**src/rtl/pe_stream_pkg.sv**
```systemverilog
// Shared widths and FSM encodings for the PE stream controller and its tx channels.
package pe_stream_pkg;

  localparam int unsigned DefIfW   = 8;
  localparam int unsigned DefWtW   = 8;
  localparam int unsigned DefPsumW = 24;
  localparam int unsigned DefCntW  = 8;

  typedef enum logic [1:0] {
    StIdle,
    StRun,
    StDone
  } top_state_e;

  typedef enum logic [1:0] {
    TxIdle,
    TxFetch,
    TxWait,
    TxSend
  } tx_state_e;

endpackage

```
**src/rtl/pe_tx_chan.sv**
```systemverilog
// One buffer-to-PE stream: fetch a word, capture it, then offer it on enable/ready until taken.
module pe_tx_chan
  import pe_stream_pkg::*;
#(
  parameter int unsigned DataW = 8,
  parameter int unsigned CntW  = 8
) (
  input  logic             clk_i,
  input  logic             rst_ni,
  input  logic             go_i,
  input  logic [CntW-1:0]  n_i,
  output logic             done_o,
  output logic             rd_en_o,
  output logic [CntW-1:0]  rd_addr_o,
  input  logic [DataW-1:0] rd_data_i,
  output logic [DataW-1:0] noc_o,
  output logic             enable_o,
  input  logic             ready_i
);

  tx_state_e        state_q, state_d;
  logic [CntW-1:0]  cnt_q, cnt_d;
  logic [CntW-1:0]  n_q, n_d;
  logic [DataW-1:0] hold_q, hold_d;
  logic [CntW-1:0]  cnt_inc;

  assign cnt_inc = cnt_q + CntW'(1);
  // Idle is only reachable mid-run once every word has been handed over.
  assign done_o  = (state_q == TxIdle);

  always_comb begin
    state_d   = state_q;
    cnt_d     = cnt_q;
    n_d       = n_q;
    hold_d    = hold_q;
    rd_en_o   = 1'b0;
    rd_addr_o = '0;
    enable_o  = 1'b0;
    noc_o     = '0;
    unique case (state_q)
      TxIdle: begin
        if (go_i) begin
          cnt_d  = '0;
          n_d    = n_i;
          hold_d = '0;
          if (n_i != '0) state_d = TxFetch;
        end
      end
      TxFetch: begin
        rd_en_o   = 1'b1;
        rd_addr_o = cnt_q;
        state_d   = TxWait;
      end
      TxWait: begin
        hold_d  = rd_data_i;
        state_d = TxSend;
      end
      TxSend: begin
        enable_o = 1'b1;
        noc_o    = hold_q;
        if (ready_i) begin
          cnt_d   = cnt_inc;
          state_d = (cnt_inc < n_q) ? TxFetch : TxIdle;
        end
      end
      default: state_d = TxIdle;
    endcase
  end

  always_ff @(posedge clk_i) begin
    if (!rst_ni) begin
      state_q <= TxIdle;
      cnt_q   <= '0;
      n_q     <= '0;
      hold_q  <= '0;
    end else begin
      state_q <= state_d;
      cnt_q   <= cnt_d;
      n_q     <= n_d;
      hold_q  <= hold_d;
    end
  end

endmodule

```
**src/rtl/pe_stream_ctrl.sv**
```systemverilog
// Buffer-side PE controller: streams ifmap/weight/ipsum into the PE and writes opsum back.
module pe_stream_ctrl
  import pe_stream_pkg::*;
#(
  parameter int unsigned IfW   = DefIfW,
  parameter int unsigned WtW   = DefWtW,
  parameter int unsigned PsumW = DefPsumW,
  parameter int unsigned CntW  = DefCntW
) (
  input  logic             clk_i,
  input  logic             rst_ni,
  input  logic             start_i,
  input  logic [CntW-1:0]  n_ifmap_i,
  input  logic [CntW-1:0]  n_weight_i,
  input  logic [CntW-1:0]  n_ipsum_i,
  input  logic [CntW-1:0]  n_opsum_i,
  output logic             if_rd_en_o,
  output logic [CntW-1:0]  if_rd_addr_o,
  input  logic [IfW-1:0]   if_rd_data_i,
  output logic             wt_rd_en_o,
  output logic [CntW-1:0]  wt_rd_addr_o,
  input  logic [WtW-1:0]   wt_rd_data_i,
  output logic             ps_rd_en_o,
  output logic [CntW-1:0]  ps_rd_addr_o,
  input  logic [PsumW-1:0] ps_rd_data_i,
  output logic [IfW-1:0]   ifmap_noc_o,
  output logic             ifmap_enable_o,
  input  logic             ifmap_ready_i,
  output logic [WtW-1:0]   weight_noc_o,
  output logic             weight_enable_o,
  input  logic             weight_ready_i,
  output logic [PsumW-1:0] ipsum_noc_o,
  output logic             ipsum_enable_o,
  input  logic             ipsum_ready_i,
  input  logic [PsumW-1:0] opsum_noc_i,
  input  logic             opsum_enable_i,
  output logic             opsum_ready_o,
  output logic             op_wr_en_o,
  output logic [CntW-1:0]  op_wr_addr_o,
  output logic [PsumW-1:0] op_wr_data_o,
  output logic             busy_o,
  output logic             done_o
);

  top_state_e       state_q, state_d;
  logic [CntW-1:0]  n_op_q, n_op_d;
  logic [CntW-1:0]  rcnt_q, rcnt_d;
  logic             wr_en_q, wr_en_d;
  logic [CntW-1:0]  wr_addr_q, wr_addr_d;
  logic [PsumW-1:0] wr_data_q, wr_data_d;
  logic             go, if_done, wt_done, ps_done, rx_done;

  assign go            = start_i && (state_q == StIdle);
  assign rx_done       = (rcnt_q == n_op_q);
  assign opsum_ready_o = (state_q == StRun) && (rcnt_q < n_op_q);
  assign busy_o        = (state_q == StRun);
  assign done_o        = (state_q == StDone);
  assign op_wr_en_o    = wr_en_q;
  assign op_wr_addr_o  = wr_addr_q;
  assign op_wr_data_o  = wr_data_q;

  pe_tx_chan #(.DataW(IfW), .CntW(CntW)) u_if_chan (
    .clk_i     (clk_i),
    .rst_ni    (rst_ni),
    .go_i      (go),
    .n_i       (n_ifmap_i),
    .done_o    (if_done),
    .rd_en_o   (if_rd_en_o),
    .rd_addr_o (if_rd_addr_o),
    .rd_data_i (if_rd_data_i),
    .noc_o     (ifmap_noc_o),
    .enable_o  (ifmap_enable_o),
    .ready_i   (ifmap_ready_i)
  );

  pe_tx_chan #(.DataW(WtW), .CntW(CntW)) u_wt_chan (
    .clk_i     (clk_i),
    .rst_ni    (rst_ni),
    .go_i      (go),
    .n_i       (n_weight_i),
    .done_o    (wt_done),
    .rd_en_o   (wt_rd_en_o),
    .rd_addr_o (wt_rd_addr_o),
    .rd_data_i (wt_rd_data_i),
    .noc_o     (weight_noc_o),
    .enable_o  (weight_enable_o),
    .ready_i   (weight_ready_i)
  );

  pe_tx_chan #(.DataW(PsumW), .CntW(CntW)) u_ps_chan (
    .clk_i     (clk_i),
    .rst_ni    (rst_ni),
    .go_i      (go),
    .n_i       (n_ipsum_i),
    .done_o    (ps_done),
    .rd_en_o   (ps_rd_en_o),
    .rd_addr_o (ps_rd_addr_o),
    .rd_data_i (ps_rd_data_i),
    .noc_o     (ipsum_noc_o),
    .enable_o  (ipsum_enable_o),
    .ready_i   (ipsum_ready_i)
  );

  always_comb begin
    state_d   = state_q;
    n_op_d    = n_op_q;
    rcnt_d    = rcnt_q;
    wr_en_d   = 1'b0;
    wr_addr_d = '0;
    wr_data_d = '0;
    unique case (state_q)
      StIdle: begin
        if (start_i) begin
          state_d = StRun;
          n_op_d  = n_opsum_i;
          rcnt_d  = '0;
        end
      end
      StRun: begin
        if (opsum_enable_i && opsum_ready_o) begin
          wr_en_d   = 1'b1;
          wr_addr_d = rcnt_q;
          wr_data_d = opsum_noc_i;
          rcnt_d    = rcnt_q + CntW'(1);
        end
        // rx_done is first true in the cycle the final write is on the port.
        if (if_done && wt_done && ps_done && rx_done) state_d = StDone;
      end
      StDone:  state_d = StIdle;
      default: state_d = StIdle;
    endcase
  end

  always_ff @(posedge clk_i) begin
    if (!rst_ni) begin
      state_q   <= StIdle;
      n_op_q    <= '0;
      rcnt_q    <= '0;
      wr_en_q   <= 1'b0;
      wr_addr_q <= '0;
      wr_data_q <= '0;
    end else begin
      state_q   <= state_d;
      n_op_q    <= n_op_d;
      rcnt_q    <= rcnt_d;
      wr_en_q   <= wr_en_d;
      wr_addr_q <= wr_addr_d;
      wr_data_q <= wr_data_d;
    end
  end

endmodule

```
**config.mk**
```make
export PLATFORM = sky130hd
export DESIGN_NAME = pe_stream_ctrl
export DESIGN_NICKNAME = d
export VERILOG_FILES = /design/src/rtl/pe_stream_pkg.sv /design/src/rtl/pe_tx_chan.sv /design/src/rtl/pe_stream_ctrl.sv
export SDC_FILE = /design/constraint.sdc
export NUM_CORES = 1
export LEC_CHECK = 0
export ABC_AREA = 0
export CORE_ASPECT_RATIO = 0.9
export CORE_MARGIN = 8
export CORE_UTILIZATION = 28
export DETAILED_ROUTE_END_ITERATION = 6
export PLACE_DENSITY_LB_ADDON = 0.2
export SYNTH_ARGS = -nofsm -noshare
export SYNTH_HDL_FRONTEND = slang
export SYNTH_HIERARCHICAL = 1
export SYNTH_SLANG_ARGS = --single-unit
```
**constraint.sdc**
```tcl
create_clock -name clk_i -period 2.69 [get_ports clk_i]
set_input_delay 0.538 -clock clk_i [delete_from_list [all_inputs] [get_ports clk_i]]
set_output_delay 0.538 -clock clk_i [all_outputs]
set_load 0.01 [all_outputs]
```
==> summary.md <==
| Metric | Value |
|---|---|
| Status | finished, final reports clean |
| Largest net degree at the start of global routing | 68 |
| Max clock buf depth | 2 |
| Worst path slowest cell | clkdlybuf4s50_1 |
| Post-synth ARST share | 0% |
| Worst R2R Setup Slack | 0.38 ns |
| Instance count on the critical path | 4 |
| Worst EP arrival | 1.98 ns |
| Drt pass-1 iters | 5 |
| Syn Area/Cell | 9.09 sq um |
| Initial antenna violation count | 0 |
| Vert. Die Dim | 168 um |
| Worst reg2reg path startpoint | u_wt_chan/cnt_q[0]$_SDFFE_PN0P_ |
| CP Class | reg -> out |
| CTS root buffer | clkbuf_16 |
| Reg2reg path depth | 9 |
| Seq cells post-synth | 145 |
| CP endpoint | ipsum_noc_o[13] |
| ANT nets after route | 0 |
| FMAX | 0.398 GHz |
| Wirelength per Cell | 14.9 um |
| Final Util | 40.4% |
| Final hold vios | 0 |
| Drt initial violations | 323 |
| Global-route wire length before repair | 32000 um |
| Buffers plus inverters on the worst setup path | 2 |
| Leading cell type in the layout, fill and taps excluded | clkdlybuf4s50_1 |
| TritonCTS clock tree | built |
| RSZ-0062 raised after global routing | false |
| Area Overhead vs Synth | 41.8% |
| CTS buffer count | 17 |
| Starting density of the core | 28.5% |
| P per Cell Area | 652 mW/mm^2 |
| Crit-path max cell delay | 0.54 ns |
| Die area | 0.0309 sq mm |
| CTS H-tree depth | 4 |
| Num rows | 55 |
| Number of global-route vias before repair | 6015 |
| Sequential area share after synthesis | 40.6% |
| Crit start category | flip-flop |
| Final setup viols | 0 |
| Post-route total power | 6610 uW |
| Setup TNS | 0 ns |
| Core Footprint | 0.0251 sq mm |
| Worst-path clk slew | 0.07 ns |
| Via count | 6044 |
| Port bufs | 208 |
| # nets final | 1140 |
| Crit end category | output pin |
| Critical-path cell list | ha_1 -> buf_4 -> and2_1 -> clkdlybuf4s50_1 |
| Number of diodes | 0 |
| Crit path max-delay family | buffers and inverters |
| Fin Hold WS | 0.456 ns |
| Width of the chip | 184 um |
| Final worst clock skew | 0.0116 ns |
| Number of max-cap violations | 0 |
| Cell leakage power | 0.00375 uW |
| HPWL after DPL | 14800 um |
| Yosys warnings | 6 |
| Worst min path class | reg -> reg |
| Io pins | 209 |
| CP startpoint | u_ps_chan/state_q[0]$_SDFFE_PN0P_ |
| Grt ovf | 0 |
| Synth Cell Area | 0.00715 sq mm |
| Mapped Cells | 787 |
| Unique masters post-synth | 60 |
| Fin crit period | 2.52 ns |
| Hold-fix buffers, CTS | 0 |
| Worst slew pin tran | 0.928 ns |
| Max IR drop VDD | 0.379 mV |
| Via density | 4.49 |
| Max-slew violations | 0 |
| GPL Wtd Cong | 0.745 |
| Clk Latency, worst-skew pair | 0.43 ns |
| Routed WL | 20000 um |
| Layout cells sized above 1 | 7.76% |
| Period utilization | 93.5% |
| Main synth FF type | dfxtp_1 |
| Commonest non-fill, non-tap cells in the layout | clkdlybuf4s50_1 (206), dfxtp_1 (144), and2_1 (101), nand2_1 (70), nor2b_1 (57) |
| Post-route DRC | 0 |
| Slew headroom | 38.1% |
| Total track usage | 12.8% |
| Net count after synthesis | 935 |
| EDFF count, synth | 0 |
| Terminus of the critical flop-to-flop path | u_wt_chan/state_q[0]$_SDFFE_PN0P_ |
| CP Max Fanout | 19 |
| Worst path required time | 2.15 ns |
| CTS Sinks | 145 |
[power by group]
| part | switching [uW] | internal (uW) |
|---|---|---|
| combinational | 1060 | 747 |
| clock | 1100 | 1250 |
| sequential | 117 | 2330 |
| total | 2290 | 4330 |
[logic make-up (layout without fill, tap and decap cells)]
family | Yosys count | count (layout) | synth area share [%]
fa+ha+maj | 45 | 45 | 7.87
buf+inv | 74 | 292 | 5.21
flops | 145 | 145 | 40.6
simple gates | 333 | 333 | 26.4
mux | 4 | 4 | 0.612
compound gates | 168 | 168 | 17.0
xor+xnor | 18 | 18 | 2.31
[timing repair]
action,4_1_cts,5_1_grt
setup buffers,1,0
setup endpoints to repair,1,11
resized for setup,5,2
[per-stage QoR]
stage               area [sq um]  std cells  setup slack [ns]
global placement            9530       1314             0.260
finish                     10100       1347             0.175
floorplan                   7150        787             0.564
detailed placement          9530       1314             0.206
global route               10100       1347            0.0217
CTS                        10100       1347            0.0294
[cell usage after synthesis, drive strengths merged (4+ instances only)]
library cell / instances / area share (%)
a31oi: 6 / 0.61
nand2b: 5 / 0.68
ha: 45 / 7.9
nand4: 6 / 0.52
and2: 102 / 8.9
nor3: 12 / 1.0
a22oi: 47 / 4.9
o21ai: 23 / 1.6
clkbuf: 15 / 0.79
a21oi: 22 / 1.7
o211ai: 13 / 1.5
and3: 11 / 1.1
dfxtp: 145 / 41
nand3b: 5 / 0.52
inv: 37 / 1.9
buf: 21 / 2.4
o21a: 10 / 1.0
a21boi: 33 / 3.5
mux2i: 4 / 0.61
nor2b: 58 / 5.1
xor2: 8 / 0.98
nor2: 16 / 1.0
xnor2: 10 / 1.3
nand3: 37 / 2.7
nand2: 70 / 3.7
[routing by layer]
metal	vias up	track usage, %	part of all wire (%)
li1	3117	-	-
met2	183	19.2	42
met1	2731	16.7	47
met5	-	0	0
met4	0	2.80	0.83
met3	13	5.52	10
[state kept, by name, summed over array words and instances, names as in the netlist, 8 cells and up]
name / count
op_wr_data_o: 24
u_ps_chan/hold_q: 24
n_op_q: 8
op_wr_addr_o: 8
rcnt_q: 8
u_if_chan/cnt_q: 8
u_if_chan/hold_q: 8
u_if_chan/n_q: 8
u_ps_chan/cnt_q: 8
u_ps_chan/n_q: 8
u_wt_chan/cnt_q: 8
u_wt_chan/hold_q: 8
u_wt_chan/n_q: 8
[cell type report]
cell class                 count  area [sq um]
sequential                   145          2900
clock inverter                15           165
tap                          342           428
fill                        2526         15000
timing repair buffer         222          2180
inverter                      38           143
multi-input combinational    568          3900
clock buffer                  17           425
[worst register-to-register path: cells and delay by family (launching register included)]
kind	cells	cell delay (ns)
fa+ha+maj	2	0.52
compound gates	5	0.92
flops	1	0.43
simple gates	1	0.18
xor+xnor	1	0.21
[worst min path at each step]
stage                                start                      to  slack [ns]  depth (start not counted)
finish              n_op_q[6]$_SDFFE_PN0P_  n_op_q[6]$_SDFFE_PN0P_        0.46                          2
floorplan           n_op_q[1]$_SDFFE_PN0P_  n_op_q[1]$_SDFFE_PN0P_        0.44                          2
detailed placement  n_op_q[6]$_SDFFE_PN0P_  n_op_q[6]$_SDFFE_PN0P_        0.45                          2
global placement    n_op_q[1]$_SDFFE_PN0P_  n_op_q[1]$_SDFFE_PN0P_        0.44                          2
CTS                 n_op_q[6]$_SDFFE_PN0P_  n_op_q[6]$_SDFFE_PN0P_        0.46                          2
global route        n_op_q[6]$_SDFFE_PN0P_  n_op_q[6]$_SDFFE_PN0P_        0.47                          2
(Power assumes the default switching activity.)
